File: src/rtl/fetch_stage.sv
// rtl/fetch_stage.sv - instruction fetch stage with PC, imem handshake and IF/ID register
module fetch_stage #(
  parameter int              N        = 32,
  parameter logic [N-1:0]    RESET_PC = '0,
  parameter logic [31:0]     NOP      = 32'h00000013
) (
  input  logic          clk,
  input  logic          rst_n,
  input  logic          pcWrite,
  input  logic          write_IFID,
  input  logic          branchTaken,
  input  logic [N-1:0]  branchTarget,
  output logic          imem_req,
  output logic [N-1:0]  imem_addr,
  input  logic          imem_ready,
  input  logic [31:0]   imem_rdata,
  output logic [N-1:0]  pc_IFID,
  output logic [31:0]   instr_IFID,
  output logic          valid_IFID,
  output logic [4:0]    readReg1_IFID,
  output logic [4:0]    readReg2_IFID
);

  typedef enum logic [1:0] {
    FETCH = 2'd0,
    HOLD  = 2'd1,
    DRAIN = 2'd2
  } state_t;

  state_t       state, stateNext;
  logic [N-1:0] pc, pcNext;
  logic [N-1:0] drainAddr, drainAddrNext;
  logic [31:0]  holdBuf, holdBufNext;
  logic [N-1:0] pcIfidNext;
  logic [31:0]  instrIfidNext;
  logic         validIfidNext;
  logic         fetchReq;
  logic [N-1:0] fetchAddr;

  logic         advance;
  logic [N-1:0] target;
  logic [N-1:0] pcPlus4;

  assign advance = pcWrite & write_IFID;
  assign target  = {branchTarget[N-1:2], 2'b00};
  assign pcPlus4 = pc + N'(4);

  always_ff @(posedge clk or negedge rst_n) begin
    if (!rst_n) begin
      state      <= FETCH;
      pc         <= RESET_PC;
      drainAddr  <= '0;
      holdBuf    <= '0;
      pc_IFID    <= '0;
      instr_IFID <= NOP;
      valid_IFID <= 1'b0;
    end else begin
      state      <= stateNext;
      pc         <= pcNext;
      drainAddr  <= drainAddrNext;
      holdBuf    <= holdBufNext;
      pc_IFID    <= pcIfidNext;
      instr_IFID <= instrIfidNext;
      valid_IFID <= validIfidNext;
    end
  end

  always_comb begin
    stateNext     = state;
    pcNext        = pc;
    drainAddrNext = drainAddr;
    holdBufNext   = holdBuf;
    pcIfidNext    = pc_IFID;
    instrIfidNext = instr_IFID;
    validIfidNext = valid_IFID;
    fetchReq      = 1'b0;
    fetchAddr     = pc;

    case (state)
      FETCH: begin
        fetchReq = 1'b1;
        if (branchTaken) begin
          pcNext        = target;
          instrIfidNext = NOP;
          validIfidNext = 1'b0;
          // An unanswered request must finish at its original address first.
          if (!imem_ready) begin
            drainAddrNext = pc;
            stateNext     = DRAIN;
          end
        end else if (imem_ready) begin
          if (advance) begin
            pcIfidNext    = pc;
            instrIfidNext = imem_rdata;
            validIfidNext = 1'b1;
            pcNext        = pcPlus4;
          end else begin
            holdBufNext = imem_rdata;
            stateNext   = HOLD;
          end
        end else if (advance) begin
          instrIfidNext = NOP;
          validIfidNext = 1'b0;
        end
      end

      HOLD: begin
        if (branchTaken) begin
          pcNext        = target;
          instrIfidNext = NOP;
          validIfidNext = 1'b0;
          stateNext     = FETCH;
        end else if (advance) begin
          pcIfidNext    = pc;
          instrIfidNext = holdBuf;
          validIfidNext = 1'b1;
          pcNext        = pcPlus4;
          stateNext     = FETCH;
        end
      end

      DRAIN: begin
        fetchReq      = 1'b1;
        fetchAddr     = drainAddr;
        instrIfidNext = NOP;
        validIfidNext = 1'b0;
        if (branchTaken) begin
          pcNext = target;
        end
        if (imem_ready) begin
          stateNext = FETCH;
        end
      end

      default: begin
        stateNext = FETCH;
      end
    endcase
  end

  // Request is forced low combinationally so it drops the moment reset asserts.
  assign imem_req      = fetchReq & rst_n;
  assign imem_addr     = {fetchAddr[N-1:2], 2'b00};
  assign readReg1_IFID = instr_IFID[19:15];
  assign readReg2_IFID = instr_IFID[24:20];

endmodule

File: config.mk
export PLATFORM = sky130hd
export DESIGN_NAME = fetch_stage
export DESIGN_NICKNAME = d
export VERILOG_FILES = /design/src/rtl/fetch_stage.sv
export SDC_FILE = /design/constraint.sdc
export NUM_CORES = 1
export LEC_CHECK = 0
export ABC_CLOCK_PERIOD_IN_PS = 5000
export CORE_MARGIN = 2
export CORE_UTILIZATION = 54
export CTS_CLUSTER_SIZE = 40
export DETAILED_ROUTE_END_ITERATION = 12
export PLACE_DENSITY = 0.82
export SLEW_MARGIN = 20
export SYNTH_ARGS = -nofsm -noshare
export SYNTH_HDL_FRONTEND = slang
export SYNTH_SLANG_ARGS = --single-unit
File: constraint.sdc
create_clock -name clk -period 5 [get_ports clk]
set_clock_uncertainty 0.15 [all_clocks]
set_input_delay 1 -clock clk [delete_from_list [all_inputs] [get_ports clk]]
set_output_delay 1 -clock clk [all_outputs]
set_load 0.1 [all_outputs]
* Yosys cells after proc, flatten, opt, wreduce, memory -nomap -nowiden
Cells that the tools add are included.
** Cells by class
- $add $sub $neg :: 1
- Equality and inequality tests :: 13
- Multiplexer cells :: 34
- Bitwise operators :: 5
- Reductions and logical operators :: 11
** Operators by type and width (count)
- 32-bit 2-to-1 mux :: 16
- 32-bit case mux with 3 select lines :: 2
- 32-bit case mux with 2 select lines :: 1
- 32-bit by 3-bit adder with 32-bit output, second input constant :: 1
- 3-bit != test, second input constant :: 5
- 2-bit 2-to-1 mux :: 7
- 2-bit != test, second input constant :: 5
- 3-bit AND reduction :: 3
- 4-bit AND reduction :: 2
- 1-bit 2-to-1 mux :: 6
- 2-bit case mux with 3 select lines :: 1
- 5-bit AND reduction :: 1
- 4-bit != test, second input constant :: 1
- 1-bit NOT :: 3
- 1-bit case mux with 3 select lines :: 1
- 3-bit nonzero test :: 1
- 1-bit AND :: 2
- 2-bit by 1-bit equality test with 1-bit output, second input constant :: 1
- 2-bit equality test, second input constant :: 1
- 2-bit logical NOT :: 1
- 2-bit AND reduction :: 1
- 2-bit nonzero test :: 1
- 2-bit OR reduction :: 1
** Word-level totals
- Flip-flop bits (word level) :: 163
- Input bits :: 70
- Output and inout bits :: 108
- Logic and storage cells :: 71

* Logic depth before layout (Yosys ltp)
- Depth in word-level cells :: 5
- Depth in mapped cells :: 9
- Mapped depth without buffers :: 7

* Worst setup path before layout
Ideal clock, no wire load.
- Path type :: register -> output
- Start point :: register state[0]
- End point :: output port imem_addr[10]
- Arrival time :: 3.298 ns
- Data required time :: 3.850 ns
- Slack :: 0.552 ns
- Cell stages (with the launch flop) :: 6
- Path buffers :: 2
- Cell sequence :: dfrtp_1 -> inv_1 -> ha_1 -> buf_1 -> buf_1 -> o21ai_0
** On the way
- Word-level cells in the longest chain between the ends :: 2
** Ends and longest elaborated chain
- start, declared :: line 30 : state_t state, stateNext;
- start signal, assigned :: line 58 : state <= stateNext;
- 2-bit equality test :: line 79 : case (state)
- 32-bit 2-to-1 mux :: line 79
- end, declared :: line 14 : output logic [N-1:0] imem_addr,
Every way passes these cells.

* Worst setup path in the final report
Same ends and word-level chain as after synthesis.

==> out/results.ini <==
[clock_network]
cts_tree=yes
clkSinkCount=157
clkLatencyLatePin_ns=0.42
cts_buffers=17
clockRootBuffer=clkbuf_16
clock_path_buffers=2
cts_resized=0
clk_pin_slew_worst_paths_ns=0.06
h-tree-depth=4
postCtsHoldBufs=0
post_cts_buffers=0

[sta]
tightest_slew_ns=1.143
setup_viol=0
hold_violations=0
clock.fmax_mhz=267.5
period_needed_ns=3.738
rsz0062_at_grt=no
fin_crit_sh_pct=74.77
slew-limit-headroom_pct=23.57
tns_ns=0
maxSlewViolCount=0

[die]
die_h_um=123.4
io_pins=178
rows=43
die_w_um=123.4
die_area_um2=15220
start_util_pct=55.43
core-area_um2=13880

[placed_design]
placed_cells=983
dp_hpwl_um=12700
place_congestion=0.8465
io_buffer_count=171
dpl_cell_area_um2=9296

[finish]
final_cell_mix=dfrtp_1 (154), clkdlybuf4s50_1 (139), mux2_2 (116)
drive_gt1_share_pct=25.30
final_cells=1014
fill_cells=957
nets=897
mostFrequentLayoutCell=dfrtp_1
finalInstanceArea_um2=9889
diodes=0
syn_to_final_growth_pct=28.54

[yosys]
syn_inst=685
synth-seq-cells=157
synth_area_um2=7694
yosysUniqueCellTypes=56
synth_top_family_by_area=multiplexers
yosys.area_share.simple_pct=9.432
syn_avg_cell_area_um2=11.23
synth.area.mux_share_pct=17.37
synth-compound-area-share_pct=15.81
netlist.area_leader.share_pct=50.09
synth_ff_type=dfrtp_1
synth_xor_area_share_pct=0
ys_async_sr_fraction_pct=100.0
ys.warnings.count=0
seq_area_frac_synth_pct=51.11
yosys.area.top_type=dfrtp_1
synth_fa_ha_area_share_pct=0.8131
synth_edf_count=0
synth_area_leaders=dfrtp_1 (50%), mux2_2 (17%), nand2_1 (3.3%)

[drt]
routed-via-count=6152
ant_nets=0
drtIter0Drc=567
routed_wl_um=18890
via_per_inst=6.067
drcViolationCount=0
drt_first_pass_iters=5
avgRoutedWirePerCell_um=18.63

[global_route]
grt_max_degree=72
grtUsageTotal_pct=25.25
grt_pass1_wl_um=29970
grt_pass1_vias=6106
grt-ovfl-total=0
antenna_found_initial=0

[outcome]
status=finished, final reports clean

[setup_path]
r2r_slack_ns=1.63
crit_start=state[0]$_DFFE_PN0P_
required_ns=3.85
worstSetupPathType=flop to primary output
r2r-start=state[0]$_DFFE_PN0P_
crit_path_start_kind=flop
cp_max_fo=41
cp-end-kind=primary output
arrival_ns=2.59

[flow_run]
maxCapViolCount=0

[hold_path]
hold_path.class=input pin to async pin

-- Yosys cell counts (12+ instances only) --
cell type,number
a21oi_1,33
nor2_1,21
o22ai_1,12
mux2_2,116
nand3_1,12
clkbuf_1,24
dfrtp_1,154
buf_4,14
o21ai_0,27
a22oi_1,31
o31ai_1,33
buf_2,18
nand2_1,68
-- path summary, 6_finish.rpt --
path	endpoint	cells past startpoint
setup / recovery	imem_addr[10]	4
hold / removal	holdBuf[31]$_DFFE_PN0P_	1
setup reg to reg	pc[29]$_DFFE_PN0P_	7
hold reg to reg	instr_IFID[0]$_DFFE_PN1P_	2
max in group asynchronous	pc_IFID[11]$_DFFE_PN0P_	3
min in group clk	instr_IFID[0]$_DFFE_PN1P_	2
-- critical path, cell delays in order (launching register included) --
cell     delay [ns]
dfrtp_1        0.45
inv_1          0.18
ha_2           0.86
o21ai_0        0.36
buf_4          0.32
-- flip-flops by register name (all words and copies together), names as in the netlist --
| signal | cells |
|---|---|
| drainAddr | 30 |
| holdBuf | 32 |
| instr_IFID | 32 |
| pc | 30 |
| pc_IFID | 30 |
| state | 2 |
| valid_IFID | 1 |
-- cells by family (layout without fill, tap and decap cells) --
logic type | Yosys count | after routing
DFF | 157 | 157
buffers and inverters | 76 | 222
other | 1 | 4
and+or+nand+nor | 149 | 149
adders and majority gates | 5 | 5
muxes | 119 | 119
AOI/OAI and AO/OA | 178 | 178
-- through the flow --
stage,util (%),hold WS [ns],worst slack (ns)
final,71.25,0.2960,1.262
after global routing,71.25,0.3070,1.166
after CTS,71.25,0.2870,1.221
after detailed placement,66.97,0.3163,0.9773
after global placement,66.87,0.3121,1.133
after floorplan,-,0.3002,0.5516
-- layout make-up --
type / instances / area, um^2 / share of cell area, %
multi-input cells: 455 / 3376 / 34.13
clock buffers: 21 / 480.5 / 4.858
repair buffers: 183 / 1733 / 17.52
flip-flops and latches: 157 / 3933 / 39.76
clock inverters: 10 / 112.6 / 1.139
well taps: 180 / 225.2 / 2.277
inverters: 8 / 30.03 / 0.3036
-- metal layers --
layer | GRT usage (%) | part of all wire [%] | up-vias
li1 | - | - | 2793
met1 | 31.84 | 41 | 3068
met2 | 42.03 | 50 | 270
met3 | 6.642 | 7.2 | 21
met4 | 9.020 | 1.5 | 0
met5 | 0 | 0 | -
Power is left out: the tool's default activity adds up to more than one toggle a clock period on the data nets, which glitch-free logic cannot reach.
